File: src/rtl/mem_stage_if.sv
// Bundle between the memory-access stage and its neighbours: EX/MEM register inputs,
// the valid/ready data-memory port, and the MEM/WB register outputs.
interface mem_stage_if #(
   parameter int unsigned RegWidth = 32
);
   logic                iFlush;
   logic                iEX_valid;
   logic                iEX_mem_rd;
   logic                iEX_mem_wr;
   logic                iEX_reg_wr;
   logic [2:0]          iEX_func3;
   logic [4:0]          iEX_rd_addr;
   logic [RegWidth-1:0] iEX_result;
   logic [RegWidth-1:0] iEX_st_data;
   logic                oStall;
   logic                oMem_req;
   logic                oMem_we;
   logic [RegWidth-1:0] oMem_addr;
   logic [3:0]          oMem_be;
   logic [RegWidth-1:0] oMem_wdata;
   logic                iMem_ready;
   logic                iMem_rvalid;
   logic [RegWidth-1:0] iMem_rdata;
   logic                oWB_valid;
   logic                oWB_reg_wr;
   logic [4:0]          oWB_rd_addr;
   logic [RegWidth-1:0] oWB_data;
   logic                oMisaligned;

   modport slave (
      input  iFlush, iEX_valid, iEX_mem_rd, iEX_mem_wr, iEX_reg_wr, iEX_func3, iEX_rd_addr,
             iEX_result, iEX_st_data, iMem_ready, iMem_rvalid, iMem_rdata,
      output oStall, oMem_req, oMem_we, oMem_addr, oMem_be, oMem_wdata,
             oWB_valid, oWB_reg_wr, oWB_rd_addr, oWB_data, oMisaligned
   );

   modport master (
      output iFlush, iEX_valid, iEX_mem_rd, iEX_mem_wr, iEX_reg_wr, iEX_func3, iEX_rd_addr,
             iEX_result, iEX_st_data, iMem_ready, iMem_rvalid, iMem_rdata,
      input  oStall, oMem_req, oMem_we, oMem_addr, oMem_be, oMem_wdata,
             oWB_valid, oWB_reg_wr, oWB_rd_addr, oWB_data, oMisaligned
   );
endinterface

File: src/rtl/mem_stage.sv
// Memory-access pipeline stage: issues loads/stores on a valid/ready port, extends load data
// and registers the MEM/WB result; stalls upstream while an access is outstanding.
module mem_stage #(
   parameter int unsigned RegWidth = 32
) (
   input logic       iClk,
   input logic       iRst,
   mem_stage_if.slave bus
);
   typedef enum logic [1:0] {IDLE, WAIT_RSP, DRAIN} state_e;

   state_e              state_q, state_d;
   logic                is_mem, aligned, misaligned, memop;
   logic                mem_req, complete, stall;
   logic [1:0]          lane;
   logic [3:0]          be;
   logic [RegWidth-1:0] wdata, ld_data;
   logic [7:0]          ld_byte;
   logic [15:0]         ld_half;

   logic                wb_valid_q, wb_valid_d;
   logic                wb_reg_wr_q, wb_reg_wr_d;
   logic                wb_mis_q, wb_mis_d;
   logic [4:0]          wb_rd_q, wb_rd_d;
   logic [RegWidth-1:0] wb_data_q, wb_data_d;

   // func3[1:0] selects width; illegal encodings fall into the word case
   always_comb begin
      lane   = bus.iEX_result[1:0];
      is_mem = bus.iEX_valid & (bus.iEX_mem_rd | bus.iEX_mem_wr);
      case (bus.iEX_func3[1:0])
         2'b00: begin
            aligned = 1'b1;
            be      = 4'b0001 << lane;
            wdata   = {4{bus.iEX_st_data[7:0]}};
         end
         2'b01: begin
            aligned = ~lane[0];
            be      = 4'b0011 << lane;
            wdata   = {2{bus.iEX_st_data[15:0]}};
         end
         default: begin
            aligned = (lane == 2'b00);
            be      = 4'b1111;
            wdata   = bus.iEX_st_data;
         end
      endcase
      misaligned = is_mem & ~aligned;
      memop      = is_mem & aligned & ~bus.iFlush;
   end

   always_comb begin
      ld_byte = bus.iMem_rdata[{lane, 3'b000} +: 8];
      ld_half = lane[1] ? bus.iMem_rdata[31:16] : bus.iMem_rdata[15:0];
      case (bus.iEX_func3)
         3'b000:  ld_data = {{(RegWidth-8){ld_byte[7]}}, ld_byte};
         3'b001:  ld_data = {{(RegWidth-16){ld_half[15]}}, ld_half};
         3'b100:  ld_data = {{(RegWidth-8){1'b0}}, ld_byte};
         3'b101:  ld_data = {{(RegWidth-16){1'b0}}, ld_half};
         default: ld_data = bus.iMem_rdata;
      endcase
   end

   always_comb begin
      state_d  = state_q;
      mem_req  = 1'b0;
      complete = 1'b0;
      case (state_q)
         IDLE: begin
            mem_req = memop;
            if (memop && bus.iMem_ready) begin
               if (bus.iEX_mem_wr) complete = 1'b1;
               else                state_d  = WAIT_RSP;
            end
         end
         WAIT_RSP: begin
            if (bus.iMem_rvalid) begin
               complete = 1'b1;
               state_d  = IDLE;
            end else if (bus.iFlush) begin
               state_d = DRAIN;
            end
         end
         DRAIN: begin
            if (bus.iMem_rvalid) state_d = IDLE;
         end
         default: state_d = IDLE;
      endcase
      // reset gating keeps req/stall low even if EX still presents a memop
      stall = memop & ~complete & ~iRst;
   end

   always_comb begin
      wb_valid_d  = 1'b0;
      wb_reg_wr_d = 1'b0;
      wb_mis_d    = 1'b0;
      wb_rd_d     = wb_rd_q;
      wb_data_d   = wb_data_q;
      if (!stall) begin
         wb_valid_d  = bus.iEX_valid & ~bus.iFlush;
         wb_reg_wr_d = wb_valid_d & bus.iEX_reg_wr & ~misaligned;
         wb_mis_d    = wb_valid_d & misaligned;
         wb_rd_d     = bus.iEX_rd_addr;
         wb_data_d   = (bus.iEX_mem_rd & ~misaligned) ? ld_data : bus.iEX_result;
      end
   end

   always_ff @(posedge iClk) begin
      if (iRst) begin
         state_q     <= IDLE;
         wb_valid_q  <= 1'b0;
         wb_reg_wr_q <= 1'b0;
         wb_mis_q    <= 1'b0;
         wb_rd_q     <= '0;
         wb_data_q   <= '0;
      end else begin
         state_q     <= state_d;
         wb_valid_q  <= wb_valid_d;
         wb_reg_wr_q <= wb_reg_wr_d;
         wb_mis_q    <= wb_mis_d;
         wb_rd_q     <= wb_rd_d;
         wb_data_q   <= wb_data_d;
      end
   end

   assign bus.oStall      = stall;
   assign bus.oMem_req    = mem_req & ~iRst;
   assign bus.oMem_we     = bus.iEX_mem_wr;
   assign bus.oMem_addr   = {bus.iEX_result[RegWidth-1:2], 2'b00};
   assign bus.oMem_be     = be;
   assign bus.oMem_wdata  = wdata;
   assign bus.oWB_valid   = wb_valid_q;
   assign bus.oWB_reg_wr  = wb_reg_wr_q;
   assign bus.oWB_rd_addr = wb_rd_q;
   assign bus.oWB_data    = wb_data_q;
   assign bus.oMisaligned = wb_mis_q;
endmodule

File: src/flat_wrapper.sv
// flat-port wrapper written by rule: the top's interface ports become plain ports
module mem_stage_flat 
#(
   parameter int unsigned RegWidth = 32
)
  (iClk, iRst, bus_iFlush, bus_iEX_valid, bus_iEX_mem_rd, bus_iEX_mem_wr, bus_iEX_reg_wr, bus_iEX_func3, bus_iEX_rd_addr, bus_iEX_result, bus_iEX_st_data, bus_iMem_ready, bus_iMem_rvalid, bus_iMem_rdata, bus_oStall, bus_oMem_req, bus_oMem_we, bus_oMem_addr, bus_oMem_be, bus_oMem_wdata, bus_oWB_valid, bus_oWB_reg_wr, bus_oWB_rd_addr, bus_oWB_data, bus_oMisaligned);
  mem_stage_if #(.RegWidth(RegWidth)) bus_i ();
  input logic iClk;
  input logic iRst;
  input wire logic [$bits(bus_i.iFlush)-1:0] bus_iFlush;
  input wire logic [$bits(bus_i.iEX_valid)-1:0] bus_iEX_valid;
  input wire logic [$bits(bus_i.iEX_mem_rd)-1:0] bus_iEX_mem_rd;
  input wire logic [$bits(bus_i.iEX_mem_wr)-1:0] bus_iEX_mem_wr;
  input wire logic [$bits(bus_i.iEX_reg_wr)-1:0] bus_iEX_reg_wr;
  input wire logic [$bits(bus_i.iEX_func3)-1:0] bus_iEX_func3;
  input wire logic [$bits(bus_i.iEX_rd_addr)-1:0] bus_iEX_rd_addr;
  input wire logic [$bits(bus_i.iEX_result)-1:0] bus_iEX_result;
  input wire logic [$bits(bus_i.iEX_st_data)-1:0] bus_iEX_st_data;
  input wire logic [$bits(bus_i.iMem_ready)-1:0] bus_iMem_ready;
  input wire logic [$bits(bus_i.iMem_rvalid)-1:0] bus_iMem_rvalid;
  input wire logic [$bits(bus_i.iMem_rdata)-1:0] bus_iMem_rdata;
  output wire logic [$bits(bus_i.oStall)-1:0] bus_oStall;
  output wire logic [$bits(bus_i.oMem_req)-1:0] bus_oMem_req;
  output wire logic [$bits(bus_i.oMem_we)-1:0] bus_oMem_we;
  output wire logic [$bits(bus_i.oMem_addr)-1:0] bus_oMem_addr;
  output wire logic [$bits(bus_i.oMem_be)-1:0] bus_oMem_be;
  output wire logic [$bits(bus_i.oMem_wdata)-1:0] bus_oMem_wdata;
  output wire logic [$bits(bus_i.oWB_valid)-1:0] bus_oWB_valid;
  output wire logic [$bits(bus_i.oWB_reg_wr)-1:0] bus_oWB_reg_wr;
  output wire logic [$bits(bus_i.oWB_rd_addr)-1:0] bus_oWB_rd_addr;
  output wire logic [$bits(bus_i.oWB_data)-1:0] bus_oWB_data;
  output wire logic [$bits(bus_i.oMisaligned)-1:0] bus_oMisaligned;
  assign bus_i.iFlush = bus_iFlush;
  assign bus_i.iEX_valid = bus_iEX_valid;
  assign bus_i.iEX_mem_rd = bus_iEX_mem_rd;
  assign bus_i.iEX_mem_wr = bus_iEX_mem_wr;
  assign bus_i.iEX_reg_wr = bus_iEX_reg_wr;
  assign bus_i.iEX_func3 = bus_iEX_func3;
  assign bus_i.iEX_rd_addr = bus_iEX_rd_addr;
  assign bus_i.iEX_result = bus_iEX_result;
  assign bus_i.iEX_st_data = bus_iEX_st_data;
  assign bus_i.iMem_ready = bus_iMem_ready;
  assign bus_i.iMem_rvalid = bus_iMem_rvalid;
  assign bus_i.iMem_rdata = bus_iMem_rdata;
  assign bus_oStall = bus_i.oStall;
  assign bus_oMem_req = bus_i.oMem_req;
  assign bus_oMem_we = bus_i.oMem_we;
  assign bus_oMem_addr = bus_i.oMem_addr;
  assign bus_oMem_be = bus_i.oMem_be;
  assign bus_oMem_wdata = bus_i.oMem_wdata;
  assign bus_oWB_valid = bus_i.oWB_valid;
  assign bus_oWB_reg_wr = bus_i.oWB_reg_wr;
  assign bus_oWB_rd_addr = bus_i.oWB_rd_addr;
  assign bus_oWB_data = bus_i.oWB_data;
  assign bus_oMisaligned = bus_i.oMisaligned;
  mem_stage #(.RegWidth(RegWidth)) u_core (.iClk(iClk), .iRst(iRst), .bus(bus_i));
endmodule
File: config.mk
export PLATFORM = sky130hd
export DESIGN_NAME = mem_stage_flat
export DESIGN_NICKNAME = d
export VERILOG_FILES = /design/src/rtl/mem_stage_if.sv /design/src/rtl/mem_stage.sv /design/src/flat_wrapper.sv
export SDC_FILE = /design/constraint.sdc
export NUM_CORES = 1
export LEC_CHECK = 0
export CAP_MARGIN = 15
export CORE_AREA = 3 3 96 98
export CTS_BUF_LIST = sky130_fd_sc_hd__clkbuf_8
export DETAILED_ROUTE_END_ITERATION = 6
export DIE_AREA = 0 0 99 101
export GPL_TIMING_DRIVEN = 1
export PLACE_DENSITY = 0.87
export SLEW_MARGIN = 20
export SYNTH_ARGS = -nofsm -noshare
export SYNTH_HDL_FRONTEND = slang
export SYNTH_SLANG_ARGS = --single-unit
File: constraint.sdc
create_clock -name iClk -period 4.5 [get_ports iClk]
set_clock_uncertainty 0.05 [all_clocks]
set_input_delay 0.675 -clock iClk [delete_from_list [all_inputs] [get_ports iClk]]
set_output_delay 0.675 -clock iClk [all_outputs]
set_load 0.01 [all_outputs]
# == After elaboration in Yosys (flattened, before gate mapping) ==
# Cells that the tools add are included.
# totals
output_inout_bits,111
ff_bits,42
in_bits,113
wordCells,62
# op_classes
n_reduce_logical,7
bitwise_logic,19
eq_ne,10
shifts,3
n_mux,17
# op_table
cell,n
case mux 32 bit (4 select lines),1
case mux 32 bit (2 select lines),1
two-way mux 32 bit,1
indexed part select 32 x 6 -> 8 bit,1
two-way mux 16 bit,1
bitwise AND 1 bit,12
two-way mux 2 bit,5
case mux 4 bit (2 select lines),1
== test 3 bit (second input constant),2
zero test 2 bit,3
NOT 1 bit,6
case mux 2 bit (3 select lines),1
== test 2 x 1 -> 1 bit (second input constant),2
two-way mux 1 bit,4
inequality test 2 bit (second input constant),2
case mux 1 bit (2 select lines),2
AND reduction 4 bit,1
<< shifter 1 x 2 -> 4 bit (first input constant),1
<< shifter 2 x 2 -> 4 bit (first input constant),1
== test 3 x 1 -> 1 bit (second input constant),1
zero test 3 bit,1
inequality test 3 bit (second input constant),1
== test 2 bit (second input constant),1
inequality test 2 x 1 -> 1 bit (second input constant),1
3 further kinds,3

# == Logic depth before layout (Yosys ltp) ==
# depth
ltp_word,11
depth_mapped,8
mapped_depth_nobuf,5

# == Worst setup path after synthesis ==
# No wires, ideal clock.
# synth_path
path_kind,input -> output
from,input port bus_iEX_func3[1]
to,output port bus_oStall
n_path_buf,2
cell_stages,6
path_slack_ns,1.907
t_arrival_ns,1.868
required_ns,3.775
path_cell_list,or2_1 a211o_1 or2_1 buf_6 buf_6 nor2_1
# synth_between
elab_chain_len,10
elab_cells_between_ends,11
cone_classes,eq/ne: 1; mux: 3; bitwise: 5; reduce/logical: 2
# synth_lines
element,line_no,text
start: declaration,flat_wrapper.sv:15,input wire logic [$bits(bus_i.iEX_func3)-1:0] bus_iEX_func3;
== test 2 x 1 -> 1 bit / zero test 2 bit (equally long branches),mem_stage.sv:31,case (bus.iEX_func3[1:0])
case mux 1 bit (2 select lines) (*),mem_stage.sv:31,
bitwise AND 1 bit (*) (2 in series),mem_stage.sv:49,memop = is_mem & aligned & ~bus.iFlush;
logical AND 1 bit,mem_stage.sv:71,if (memop && bus.iMem_ready) begin
two-way mux 1 bit,mem_stage.sv:71,
case mux 1 bit (2 select lines),mem_stage.sv:68,case (state_q)
NOT 1 bit,mem_stage.sv:90,stall = memop & ~complete & ~iRst;
bitwise AND 1 bit (*) (2 in series),mem_stage.sv:90,
end: declaration,flat_wrapper.sv:22,output wire logic [$bits(bus_i.oStall)-1:0] bus_oStall;
# Every way passes the cells marked *; elsewhere a longest branch is shown, timed or not.

# == Final worst setup path ==
# layout_path
from,input port bus_iEX_result[0]
to,output port bus_oStall
# layout_between
elab_chain_len,10
elab_cells_between_ends,11
cone_classes,mux: 3; bitwise: 6; reduce/logical: 2
# layout_lines
element,line_no,text
start: declaration,flat_wrapper.sv:17,input wire logic [$bits(bus_i.iEX_result)-1:0] bus_iEX_result;
zero test 2 bit / NOT 1 bit (equally long branches),"mem_stage.sv:43, mem_stage.sv:38",
case mux 1 bit (2 select lines) (*),mem_stage.sv:31,
bitwise AND 1 bit (*) (2 in series),mem_stage.sv:49,
logical AND 1 bit,mem_stage.sv:71,
two-way mux 1 bit,mem_stage.sv:71,
case mux 1 bit (2 select lines),mem_stage.sv:68,
NOT 1 bit,mem_stage.sv:90,
bitwise AND 1 bit (*) (2 in series),mem_stage.sv:90,
# Marked as above.

==> impl_results.md <==
- Status: finished, final reports clean
- Synth Instances: 434
- Slowest Stage Delay on Critical Path: 0.55 ns
- Initial Util: 39.0%
- Inserted Diodes: 0
- IO Port Bufs: 221
- FF-to-FF path depth: 6
- Nets: 705
- Relative slew slack: 33.3%
- Cell Rows: 34
- Final GP Congestion: 0.911
- Core region area: 8550 um^2
- EDFF count, synth: 0
- Residual DRC: 0
- Final setup fails: 0
- Max Slew Vio Count: 0
- Synth top area share: 25.2%
- Final ANT Viol Nets: 0
- Pin count of the biggest net entering global routing: 41
- First-pass GRT wire length: 20,300 um
- Worst path most repeated cell: clkdlybuf4s50_1
- Via Count: 3,848
- Crit. path cell count: 7
- Post-synth ARST share: 0%
- CP Data Required Time: 3.77 ns
- Post-synth top area cell: dfxtp_1
- Critical Path AT: 2.80 ns
- Power per cell area: 218 nW/um^2
- Layout cell share with drive strength beyond 1: 9.44%
- Tightest Pin Transition: 0.998 ns
- Synthesized area: 3340 um^2
- TritonCTS clock tree: yes
- Fmax: 0.283 GHz
- Startpoint types: primary input
- Clk Latency, worst-skew pair: 0.29 ns
- Post-CTS Resized: 0
- Die ar.: 10000 um^2
- Final hold vios: 0
- Postcts setup bufs: 0
- Initial antenna violation count: 0
- Die Y: 101 um
- Detailed-router iteration count before antenna repair: 5
- Leading post-synthesis cells by cell area: dfxtp_1 25%, nand2_1 11%, buf_4 9.9%
- RSZ-0062 raised after global routing: false
- Crit Path Category: primary input to output pin
- GRT Util Overall: 25.2%
- Final period util: 78.4%
- Clock Sinks: 42
- Worst path slowest cell: clkdlybuf4s50_1
- CP Cell Sequence: clkdlybuf4s50_1 > buf_4 > a21o_1 > a211o_1 > or2_2 > nor2_1 > clkdlybuf4s50_1
- Worst path bufs/invs: 3
- Fillers: 733
- Synth Flop Type: dfxtp_1
- Crit path from: bus_iEX_result[0]
- Die width: 99 um
- Dpl hpwl: 10,200 um
- R2R setup slack: 2.49 ns
- Hold crit path type: register to register
- Fin crit period: 3.53 ns
- Routed wire length: 13,100 um
- Worst setup endpoint: bus_oStall
- H-tree levels: 2
- Vias in the first global route: 3,872
- Post-Route Utilization: 62.1%
- DRT iter0 DRCs: 323
- Reg-to-reg endpoint: u_core.bus.oWB_data[8]$_SDFFE_PP0N_
- DR WL/cell: 18.6 um
- Root Buffer Master: clkbuf_8
- Syn_area_per_cell: 7.69 um^2
- Pleak: 1.95 nW
- VDD IR max: 154 uV
- CTS Buffer Depth: 2
- Clock Pin Slew Worst Setup and Hold Paths: 0.08 ns
- Number of max-cap violations: 0
- Synth Warn #: 0
- Post-synthesis sequential area ratio: 25.2%
- IO Count: 224
- Vias per inst: 5.49
- Library cells used by synthesis: 53
- RR Startpoint: u_core.state_q[0]$_SDFFE_PP0P_
- Num CTS Buffers: 5
- Setup crit end kind: output pin
- Gr ovfl total: 0
- Worst-path maximum fanout: 13
- Delay-heaviest family, CP: buffers and inverters
- Hold_buf cts: 0
- Fin Setup TNS: 0 ns
- FF+latch count, synth: 42
- Area Growth Syn to Fin: 59.1%
[placed cells by master, fill, tap and decap left out, types with 7 or more instances in the layout]
cell type,count
clkdlybuf4s50_1,219
nand2_1,95
dfxtp_1,42
a21oi_1,34
o21ai_0,25
mux2_2,19
nor2_1,18
mux2i_1,14
nor3_1,10
o221ai_2,10
nand3b_1,8
o2111ai_1,8
nand4_1,7
buf_4,7
[where the power goes]
group | switching (W) | internal (W)
Clock | 0.000141 | 0.000109
Sequential | 0.0000153 | 0.000402
Combinational | 0.000218 | 0.000273
[logic make-up (layout without fill, tap and decap cells)]
kind of cell,count (synthesis),count (layout),synth area share [%]
DFF,42,42,25.2
other,1,2,0.112
and+or+nand+nor,157,157,21.0
muxes,35,35,11.6
buffers and inverters,81,239,15.9
AOI/OAI and AO/OA,118,118,26.2
[sequential cells by signal, summed over array words and instances (netlist names)]
signal and flops:
u_core.bus.oMisaligned 1, u_core.bus.oWB_rd_addr 5, u_core.bus.oWB_valid 1, u_core.bus.oWB_reg_wr 1, u_core.bus.oWB_data 32, u_core.state_q 2
[per-layer routing]
| metal | vias up | global-route usage [%] | wire (um) |
|---|---|---|---|
| li1 | 1835 | - | - |
| met1 | 1809 | 31.1 | 5030 |
| met2 | 175 | 43.8 | 6700 |
| met3 | 29 | 4.84 | 1020 |
| met4 | 0 | 8.40 | 318 |
| met5 | - | 0 | 0 |
[per-stage QoR]
stage	setup slack (ns)	hold WS (ns)	instance area (um^2)	cells	total power [W]
after floorplan	1.91	0.405	3340	435	0.000654
after global placement	0.999	0.387	5220	693	0.000904
after detailed placement	0.961	0.397	5220	693	0.000916
after CTS	0.959	0.409	5310	701	0.00116
after global routing	0.885	0.431	5310	701	0.00122
final	0.971	0.405	5310	701	0.00116
[cell type report]
class                           instances  area [um^2]  share of cell area [%]
Inverter                                3         11.3                   0.212
Clock inverter                          3         21.3                   0.401
Sequential cell                        42          841                    15.8
Multi-Input combinational cell        312         1980                    37.3
Timing Repair Buffer                  228         2250                    42.5
Tap cell                              108          135                    2.54
Clock buffer                            5         68.8                    1.30
[tightest hold or removal path, stage by stage (launching register included)]
cell     delay, ns
dfxtp_1       0.32
nand2_1       0.05
a21oi_1       0.05
[worst min path at each step]
stage	start	end	cells after the start
final	u_core.bus.oWB_data[7]$_SDFFE_PP0N_	u_core.bus.oWB_data[7]$_SDFFE_PP0N_	2
after global routing	u_core.bus.oWB_rd_addr[2]$_SDFFE_PP0N_	u_core.bus.oWB_rd_addr[2]$_SDFFE_PP0N_	2
after CTS	u_core.bus.oWB_data[7]$_SDFFE_PP0N_	u_core.bus.oWB_data[7]$_SDFFE_PP0N_	2
after detailed placement	u_core.bus.oWB_data[7]$_SDFFE_PP0N_	u_core.bus.oWB_data[7]$_SDFFE_PP0N_	2
after global placement	u_core.bus.oWB_rd_addr[0]$_SDFFE_PP0N_	u_core.bus.oWB_rd_addr[0]$_SDFFE_PP0N_	2
after floorplan	u_core.state_q[1]$_SDFFE_PP0P_	u_core.state_q[0]$_SDFFE_PP0P_	1
[cell usage after synthesis (6+ instances only)]
| cell type | instances |
|---|---|
| nand3b_1 | 8 |
| nor2_1 | 18 |
| o2111ai_1 | 8 |
| o221ai_1 | 6 |
| nand2_1 | 95 |
| nor3_1 | 10 |
| o221ai_2 | 10 |
| a221oi_1 | 6 |
| clkbuf_1 | 10 |
| nand4_1 | 7 |
| a21oi_1 | 34 |
| buf_2 | 18 |
| dfxtp_1 | 42 |
| mux2_2 | 19 |
| o21ai_0 | 25 |
| a211oi_1 | 6 |
| buf_4 | 44 |
| mux2i_1 | 14 |
Power figures use the tool's default switching activity.
